File: src/rtl/dcache_miss_ctrl_pkg.sv
// Shared types, defaults and width helpers for the data-cache miss controller.
package dcache_miss_ctrl_pkg;
  localparam int DC_ADDR_W = 32;
  localparam int DC_SET_W  = 2;
  localparam int DC_WAY_W  = 2;
  localparam int DC_OFF_W  = 4;

  typedef enum logic [2:0] {
    S_IDLE,
    S_VICTIM,
    S_EVICT,
    S_WB_WAIT,
    S_FILL_REQ,
    S_FILL_WAIT,
    S_UPDATE
  } miss_state_e;

  function automatic int dc_tag_w(input int addr_w, input int set_w, input int off_w);
    return addr_w - set_w - off_w;
  endfunction
endpackage

File: src/rtl/dcache_lru_upd_buf.sv
// LRU update port arbiter: controller update wins, a colliding hit waits one
// cycle in a single-entry buffer, hits arriving while it is occupied are dropped.
module dcache_lru_upd_buf
  import dcache_miss_ctrl_pkg::*;
#(
  parameter int SET_W = DC_SET_W,
  parameter int WAY_W = DC_WAY_W
) (
  input  logic             clk,
  input  logic             rst_n,
  input  logic             ctrl_upd,
  input  logic [SET_W-1:0] ctrl_set,
  input  logic [WAY_W-1:0] ctrl_way,
  input  logic             hit_valid,
  input  logic [SET_W-1:0] hit_set,
  input  logic [WAY_W-1:0] hit_way,
  output logic             upd_req,
  output logic [SET_W-1:0] upd_set,
  output logic [WAY_W-1:0] upd_way
);
  logic             pend_vld_q, pend_vld_d;
  logic [SET_W-1:0] pend_set_q, pend_set_d;
  logic [WAY_W-1:0] pend_way_q, pend_way_d;

  always_comb begin
    pend_vld_d = pend_vld_q;
    pend_set_d = pend_set_q;
    pend_way_d = pend_way_q;
    upd_req    = 1'b0;
    upd_set    = '0;
    upd_way    = '0;
    if (ctrl_upd) begin
      upd_req = 1'b1;
      upd_set = ctrl_set;
      upd_way = ctrl_way;
      if (hit_valid && !pend_vld_q) begin
        pend_vld_d = 1'b1;
        pend_set_d = hit_set;
        pend_way_d = hit_way;
      end
    end else if (pend_vld_q) begin
      // Older hint drains first; a hit in this same cycle is lost.
      upd_req    = 1'b1;
      upd_set    = pend_set_q;
      upd_way    = pend_way_q;
      pend_vld_d = 1'b0;
    end else if (hit_valid) begin
      upd_req = 1'b1;
      upd_set = hit_set;
      upd_way = hit_way;
    end
  end

  always_ff @(posedge clk) begin
    if (!rst_n) begin
      pend_vld_q <= 1'b0;
      pend_set_q <= '0;
      pend_way_q <= '0;
    end else begin
      pend_vld_q <= pend_vld_d;
      pend_set_q <= pend_set_d;
      pend_way_q <= pend_way_d;
    end
  end
endmodule

File: src/rtl/dcache_miss_ctrl.sv
// Data-cache miss controller: victim selection, optional write-back, line fill
// and LRU update, one miss at a time.
module dcache_miss_ctrl
  import dcache_miss_ctrl_pkg::*;
#(
  parameter  int ADDR_W = DC_ADDR_W,
  parameter  int SET_W  = DC_SET_W,
  parameter  int WAY_W  = DC_WAY_W,
  parameter  int OFF_W  = DC_OFF_W,
  localparam int TAG_W  = dc_tag_w(ADDR_W, SET_W, OFF_W)
) (
  input  logic              clk,
  input  logic              rst_n,
  input  logic              miss_req,
  input  logic [ADDR_W-1:0] miss_addr,
  output logic              miss_ack,
  input  logic              hit_valid,
  input  logic [SET_W-1:0]  hit_set,
  input  logic [WAY_W-1:0]  hit_way,
  output logic              victim_req,
  output logic [SET_W-1:0]  victim_set,
  input  logic [WAY_W-1:0]  victim_way,
  output logic              update_req,
  output logic [SET_W-1:0]  update_set,
  output logic [WAY_W-1:0]  update_way,
  input  logic              victim_dirty,
  input  logic [TAG_W-1:0]  victim_tag,
  output logic              mem_req,
  output logic              mem_we,
  output logic [ADDR_W-1:0] mem_addr,
  input  logic              mem_gnt,
  input  logic              mem_rsp_valid,
  output logic              fill_valid,
  output logic [SET_W-1:0]  fill_set,
  output logic [WAY_W-1:0]  fill_way,
  output logic              busy
);
  localparam int LINE_W = ADDR_W - OFF_W;

  miss_state_e       state_q, state_d;
  logic [LINE_W-1:0] line_q, line_d;
  logic [WAY_W-1:0]  way_q, way_d;
  logic [SET_W-1:0]  lat_set;
  logic [TAG_W-1:0]  lat_tag;
  logic              ack_c, vic_c, mreq_c, mwe_c, fill_c, ctrl_upd;
  logic [ADDR_W-1:0] maddr_c;
  logic              upd_req_c;
  logic [SET_W-1:0]  upd_set_c;
  logic [WAY_W-1:0]  upd_way_c;
  logic              unused_off;

  assign lat_set    = line_q[SET_W-1:0];
  assign lat_tag    = line_q[LINE_W-1:SET_W];
  assign unused_off = ^miss_addr[OFF_W-1:0];

  always_comb begin
    state_d  = state_q;
    line_d   = line_q;
    way_d    = way_q;
    ack_c    = 1'b0;
    vic_c    = 1'b0;
    mreq_c   = 1'b0;
    mwe_c    = 1'b0;
    maddr_c  = '0;
    fill_c   = 1'b0;
    ctrl_upd = 1'b0;
    case (state_q)
      S_IDLE: if (miss_req) begin
        ack_c   = 1'b1;
        line_d  = miss_addr[ADDR_W-1:OFF_W];
        state_d = S_VICTIM;
      end
      S_VICTIM: begin
        vic_c   = 1'b1;
        way_d   = victim_way;
        state_d = S_EVICT;
      end
      S_EVICT: if (victim_dirty) begin
        mreq_c  = 1'b1;
        mwe_c   = 1'b1;
        maddr_c = {victim_tag, lat_set, {OFF_W{1'b0}}};
        if (mem_gnt) state_d = S_WB_WAIT;
      end else begin
        state_d = S_FILL_REQ;
      end
      S_WB_WAIT: if (mem_rsp_valid) state_d = S_FILL_REQ;
      S_FILL_REQ: begin
        mreq_c  = 1'b1;
        maddr_c = {lat_tag, lat_set, {OFF_W{1'b0}}};
        if (mem_gnt) state_d = S_FILL_WAIT;
      end
      S_FILL_WAIT: if (mem_rsp_valid) begin
        fill_c  = 1'b1;
        state_d = S_UPDATE;
      end
      S_UPDATE: begin
        ctrl_upd = 1'b1;
        state_d  = S_IDLE;
      end
      default: state_d = S_IDLE;
    endcase
  end

  always_ff @(posedge clk) begin
    if (!rst_n) begin
      state_q <= S_IDLE;
      line_q  <= '0;
      way_q   <= '0;
    end else begin
      state_q <= state_d;
      line_q  <= line_d;
      way_q   <= way_d;
    end
  end

  dcache_lru_upd_buf #(.SET_W(SET_W), .WAY_W(WAY_W)) u_upd_buf (
    .clk       (clk),
    .rst_n     (rst_n),
    .ctrl_upd  (ctrl_upd),
    .ctrl_set  (lat_set),
    .ctrl_way  (way_q),
    .hit_valid (hit_valid),
    .hit_set   (hit_set),
    .hit_way   (hit_way),
    .upd_req   (upd_req_c),
    .upd_set   (upd_set_c),
    .upd_way   (upd_way_c)
  );

  // Every output is forced low while reset is held, including pass-through hits.
  assign miss_ack   = rst_n & ack_c;
  assign victim_req = rst_n & vic_c;
  assign victim_set = victim_req ? lat_set : '0;
  assign mem_req    = rst_n & mreq_c;
  assign mem_we     = rst_n & mwe_c;
  assign mem_addr   = rst_n ? maddr_c : '0;
  assign fill_valid = rst_n & fill_c;
  assign fill_set   = fill_valid ? lat_set : '0;
  assign fill_way   = fill_valid ? way_q : '0;
  assign update_req = rst_n & upd_req_c;
  assign update_set = rst_n ? upd_set_c : '0;
  assign update_way = rst_n ? upd_way_c : '0;
  assign busy       = rst_n & (state_q != S_IDLE);
endmodule
File: config.mk
export PLATFORM = sky130hd
export DESIGN_NAME = dcache_miss_ctrl
export DESIGN_NICKNAME = d
export VERILOG_FILES = /design/src/rtl/dcache_miss_ctrl_pkg.sv /design/src/rtl/dcache_lru_upd_buf.sv /design/src/rtl/dcache_miss_ctrl.sv
export SDC_FILE = /design/constraint.sdc
export NUM_CORES = 1
export LEC_CHECK = 0
export ABC_AREA = 0
export BUFFER_PORTS_ARGS = -buffer_cell sky130_fd_sc_hd__buf_2
export CAP_MARGIN = 20
export CELL_PAD_IN_SITES_DETAIL_PLACEMENT = 1
export CELL_PAD_IN_SITES_GLOBAL_PLACEMENT = 1
export CORE_ASPECT_RATIO = 1.25
export CORE_MARGIN = 3
export CORE_UTILIZATION = 25
export DETAILED_ROUTE_END_ITERATION = 16
export GPL_TIMING_DRIVEN = 0
export PLACE_DENSITY = 0.66
export SKIP_CTS_REPAIR_TIMING = 1
export SYNTH_ARGS = -nofsm -noshare
export SYNTH_HDL_FRONTEND = slang
export SYNTH_SLANG_ARGS = --single-unit
File: constraint.sdc
create_clock -name clk -period 1.7 [get_ports clk]
set_input_delay 0 -clock clk [delete_from_list [all_inputs] [get_ports clk]]
set_output_delay 0 -clock clk [all_outputs]
set_load 0.01 [all_outputs]
==> impl_metrics.tcl, run 1 <==
set metrics [dict create \
    rr_worst_depth 5 \
    cts-root-buf "clkbuf_8" \
    syn_to_final_growth_pct 57.3 \
    fin_tns_setup_ps 0 \
    dpl.hpwl_mm 6.13 \
    cts_buffers 5 \
    drc 0 \
    cpMostUsedCell "buf_6" \
    worst_pin_slew_ps 519 \
    hold_class "input pin to flop" \
    crit_family "buffers and inverters" \
    arrival_ps 1680 \
    cp_max_fo 6 \
    synth_top_area_share_pct 34.2 \
    syn_inst 284 \
    io_pins 120 \
    yosys_warnings 0 \
    cp-end-kind "output port" \
    power.total_mw 3.35 \
    synth.area.top_cells "dfxtp_1 34%, nand2_1 12%, a22oi_1 8.8%" \
    drive_gt1_share_pct 38.1 \
    relSlewSlack_pct 65.4 \
    leakagePower_nw 1.59 \
    critPathRequiredTime_ps 1700 \
    grt_pass1_wl_mm 12.5 \
    status "finished, violations left" \
    cp.depth 7 \
    dp.cells 515 \
    fin_worst_skew_ps 4.59 \
    detail_route.wl_per_cell_um 14.8 \
    drtIter0Drc 62 \
    crit_slowest_cell "dfxtp_2" \
    r2r-start "state_q[1]" \
    worst_setup_path_start_kind "flop" \
    antenna_found_initial 0 \
    setup_viol_count_final 0 \
    num_rows 37 \
    synth_area_um2 2220 \
    finalWirelength_mm 8.24 \
    place_area_um2 2940 \
    crit_type "flop to output port" \
    cts_tree "built" \
    min_path_cells 3 \
    max-cap-violations 0 \
    synth-seq-area-share_pct 34.2 \
    via_per_inst 4.54 \
    async_flop_share_pct 0 \
    fillers 1078 \
    post-route-period-util_pct 99.1 \
    antenna_cells 0 \
    synth_area_per_cell_um2 7.83 \
    initial_utilization_pct 26.4 \
    fin_area_um2 3500 \
    htree_levels 2 \
    die_y_um 111 \
    min_from "miss_addr[29]" \
    rsz0062_at_grt "yes" \
    finalNonFillerCells 558 \
    grt_overflow_total 0 \
    cp_num_buf_inv 4 \
    postRouteAntennaNets 0 \
    holdWs_ps -18.5 \
    fin_ws_ps 15.1 \
    dominantRegCellSynth "dfxtp_1" \
    period_needed_ps 1680 \
    final_nets 513 \
    synth_edf_count 0 \
    path_cells "buf_6 > nor4b_4 > buf_6 > clkbuf_16 > a22oi_2 > nor2_1 > buf_2" \
    r2r_end "line_q[6]" \
    clock.fmax_ghz 0.594 \
    dieArea_um2 10100 \
    hold_end "line_q[25]" \
    max_stage_delay_ps 330 \
    drtPass1Iterations 4 \
    grt_pass1_vias 2507 \
    portBuffers 111 \
    peakVddDrop_mv 0.330 \
    utilization_pct 41.5 \
    dp_slack_ps -5.77 \
    gp_congestion 0.745 \
    final_max_slew_viol_count 0 \
    clkLatencyLatePin_ps 280 \
    worst-r2r-setup-slack_ps 240 \
    synth_top_area_cell "dfxtp_1" \
    fp.dieW_um 90.4 \
    track_usage_pct 15.2 \
    failed_checks "negative hold slack" \
    synth.distinct_cells 35 \
    via_count 2532 \
    grt_start_max_net_pins 11 \
    ys_seq_elements 38 \
    core-area_um2 8430 \
    powerDensity_nw_per_um2 957 \
    clkSinkCount 38 \
    ctsLongestPathBuffers 2 \
    clk_pin_slew_ps 70 \
    hold_viol 2 \
]
-- worst max path at each step --
stage / from / endpoint / slack (ps)
2_1_floorplan: state_q[2] / mem_addr[12] / 410
3_3_place_gp: state_q[1] / mem_addr[21] / -10
3_5_place_dp: state_q[1] / mem_addr[21] / -6
4_1_cts: state_q[1] / mem_addr[21] / -340
5_1_grt: state_q[2] / mem_addr[13] / -70
6_report: state_q[2] / mem_addr[13] / 20
-- report_power, final --
part	internal (mW)	switching, mW	leakage [nW]
sequential	1.07	0.157	0.312
combinational	0.688	0.815	1.23
clock	0.313	0.303	0.0431
-- Yosys cell counts, types with 6 or more instances --
library cell,number
and2_1,9
nor2b_1,9
clkbuf_1,6
dfxtp_1,38
nor2_1,28
mux2i_1,7
buf_4,8
a21boi_1,21
a21boi_0,11
nand2_1,72
buf_2,9
a22oi_1,26
-- cell usage in the layout, fill, tap and decap left out, types with 7 or more instances in the layout --
| cell | netlist | layout |
|---|---|---|
| and2_1 | 9 | 9 |
| dfxtp_1 | 38 | 35 |
| a21boi_0 | 11 | 11 |
| a22oi_2 | 0 | 7 |
| a21boi_1 | 21 | 21 |
| buf_6 | 4 | 7 |
| mux2i_1 | 7 | 7 |
| buf_2 | 9 | 115 |
| dlygate4sd3_1 | 0 | 27 |
| nor2b_1 | 9 | 8 |
| nor2_1 | 28 | 28 |
| a22oi_1 | 26 | 19 |
| buf_4 | 8 | 14 |
| nand2_1 | 72 | 72 |
-- kinds of logic (layout without fill, tap and decap cells) --
group / count (synthesis) / count (layout) / synth area share, %
compound gates: 73 / 73 / 24.9
buf+inv: 29 / 183 / 8.10
mux: 7 / 7 / 3.15
flops: 38 / 38 / 34.2
other cells: 1 / 4 / 0.169
simple gates: 136 / 136 / 29.5
-- routing by layer --
layer | vias to the layer above | track usage [%] | routed length, um
met5 | - | 0 | 0
met4 | 0 | 3.68 | 54
met3 | 2 | 2.64 | 330
met2 | 61 | 28.6 | 4540
met1 | 1195 | 17.8 | 3310
li1 | 1274 | - | -
-- sequential cells by signal (all words and copies together), names as in the netlist --
signal and cells:
u_upd_buf.pend_way_q 2, state_q 3, u_upd_buf.pend_set_q 2, line_q 28, u_upd_buf.pend_vld_q 1, way_q 2
-- tightest hold or removal path, delay by kind of cell --
kind                   cells  cell delay (ps)
buffers and inverters      1               90
AOI/OAI and AO/OA          1               70
and+or+nand+nor            1               50
-- final cells by class --
type | instances | area (um^2) | share of cell area [%]
Multi-Input combinational cell | 220 | 1350 | 38.7
Timing Repair Buffer | 149 | 940 | 26.9
Sequential cell | 38 | 767 | 21.9
Buffer | 26 | 203 | 5.79
Tap cell | 117 | 146 | 4.18
Clock buffer | 6 | 82.6 | 2.36
Inverter | 2 | 7.51 | 0.215
No activity file was read; power rests on OpenSTA's default activity.
==> run 2: changes to the inputs <==
- ABC_AREA: 0 -> 1
- CELL_PAD_IN_SITES_DETAIL_PLACEMENT: 1 -> 0
- PLACE_DENSITY: 0.66 -> 0.69
==> run 2 against run 1 <==
Net effect: the run still ends with negative hold slack left; global-route usage down 0.98 points; combinational power rose by 4%; clock power is 5.8% higher; die area decreased by 5.5%; largest cell class unchanged; largest power group unchanged.
==> impl_metrics.tcl, run 2 <==
set metrics [dict create \
    final_nets 514 \
    pwr-share-clk_pct 18.5 \
    synth_edf_count 0 \
    largest_reg_flops 28 \
    htree_levels 2 \
    critPathRequiredTime_ps 1700 \
    final_common_cell "buf_2" \
    antenna_cells 0 \
    hold_class "input pin to flop" \
    fin_ws_ps 87.8 \
    crit_type "flop to output port" \
    synth_area_per_cell_um2 6.80 \
    period_needed_ps 1610 \
    cpMostUsedCell "buf_6" \
    p_comb_share_pct 44.2 \
    cp_max_fo 10 \
    fp.dieW_um 87.9 \
    synth.area.top_cells "dfxtp_1 36%, a22oi_1 11%, a21oi_1 9.8%" \
    finalWirelength_mm 7.07 \
    clk_pin_slew_ps 70 \
    netSwitchingPower_mw 1.38 \
    grt_overflow_total 0 \
    final_max_slew_viol_count 0 \
    portBuffers 111 \
    syn_inst 308 \
    crit_slowest_cell "dfxtp_1" \
    leakagePower_nw 1.49 \
    crit_family "buffers and inverters" \
    clkSinkCount 38 \
    cts_tree "built" \
    failed_checks "negative hold slack" \
    swShare_pct 39.2 \
    clock.fmax_ghz 0.620 \
    max_stage_delay_ps 310 \
    dp_slack_ps 264 \
    syn_to_final_growth_pct 47.6 \
    synth_common_cells "51 x nor2_1, 42 x inv_1, 41 x a21oi_1, 38 x dfxtp_1, 32 x o21ai_0" \
    via_count 2435 \
    antenna_found_initial 0 \
    async_flop_share_pct 0 \
    powerDensity_nw_per_um2 1140 \
    max-cap-violations 0 \
    cp-end-kind "output port" \
    initial_utilization_pct 26.3 \
    regMostFlops "line_q" \
    utilization_pct 38.8 \
    gp_congestion 0.769 \
    postRouteAntennaNets 0 \
    detail_route.wl_per_cell_um 13.1 \
    finalNonFillerCells 539 \
    via_per_inst 4.52 \
    cts_buffers 5 \
    drtIter0Drc 72 \
    status "finished, violations left" \
    holdWs_ps -23.3 \
    dominantRegCellSynth "dfxtp_1" \
    post-route-period-util_pct 94.8 \
    path_cells "buf_6 > nor2_4 > nand2_4 > inv_8 > buf_6 > a22oi_1 > nor2_1 > buf_2" \
    worst_pin_slew_ps 556 \
    yosys_warnings 0 \
    hold_viol 14 \
    dpl.hpwl_mm 5.32 \
    drtPass1Iterations 4 \
    layout_common_cells "111 x buf_2, 49 x nor2_1, 42 x inv_1" \
    setup_viol_count_final 0 \
    track_usage_pct 14.2 \
    p_int_mw 2.14 \
    fin_tns_setup_ps 0 \
    io_pins 120 \
    arrival_ps 1610 \
    drc 0 \
    peakVddDrop_mv 0.369 \
    core-area_um2 7970 \
    cts-root-buf "clkbuf_8" \
    synth_top_area_cell "dfxtp_1" \
    die_y_um 108 \
    grt_pass1_wl_mm 10.6 \
    synth-seq-area-share_pct 36.3 \
    seqPwrFrac_pct 37.3 \
    top_regs "line_q x28, state_q x3" \
    clkLatencyLatePin_ps 290 \
    synth.distinct_cells 23 \
    worst_setup_path_start_kind "flop" \
    place_area_um2 2780 \
    drive_gt1_share_pct 34.0 \
    relSlewSlack_pct 63.0 \
    dp.cells 517 \
    grt_start_max_net_pins 12 \
    dieArea_um2 9520 \
    yosysMostFrequentCell "nor2_1" \
    num_rows 36 \
    ys_seq_elements 38 \
    power.total_mw 3.53 \
    synth_area_um2 2100 \
    grt_pass1_vias 2250 \
    cp_num_buf_inv 4 \
    ctsLongestPathBuffers 2 \
    fin_area_um2 3090 \
    synth_top_area_share_pct 36.3 \
    fin_worst_skew_ps 8.56 \
]
## run 2: power by group through the flow
| stage | combinational, mW | clock (mW) | sequential, mW |
|---|---|---|---|
| after floorplan | 0.982 | 0 | 1.28 |
| after global placement | 1.37 | 0 | 1.32 |
| final | 1.56 | 0.652 | 1.32 |
| after detailed placement | 1.39 | 0 | 1.31 |
| after CTS | 1.39 | 0.668 | 1.30 |
| after global routing | 1.75 | 0.701 | 1.35 |
## run 2: cell families after synthesis
family / synth area share, %
buffers and inverters: 16.1
other: 0.179
AO/OA/AOI/OAI: 29.1
flip-flops: 36.3
AND/OR/NAND/NOR: 18.3
## run 2: final timing paths
path               from                      end  slack (ps)  cells after the start
max reg2reg  state_q[0]               state_q[1]         280                      8
min reg2reg  line_q[11]               line_q[11]         450                      2
max          state_q[0]             mem_addr[27]          90                      8
min          hit_way[0]  u_upd_buf.pend_way_q[0]         -20                      3
## run 2: layout make-up
class                      count  area [um^2]
clock inverter                 1         5.00
tap                           95          119
inverter                      46          188
fill                         896         4880
timing repair buffer         125          703
sequential                    38          764
buffer                        25          191
clock buffer                   7         86.3
multi-input combinational    202         1040
## run 2: metal layers
layer / global-route usage, % / part of all wire (%) / vias up
met4: 3.29 / 0.86 / 0
met1: 17.2 / 43 / 1090
met2: 25.9 / 52 / 65
met5: 0 / 0 / -
met3: 2.52 / 4.0 / 4
li1: - / - / 1276
## run 2: worst reg2reg max path, delay by kind of cell (launching register included)
kind / cells / cell delay, ps
AOI/OAI and AO/OA: 1 / 210
buffers and inverters: 2 / 280
DFF: 1 / 310
and+or+nand+nor: 5 / 530
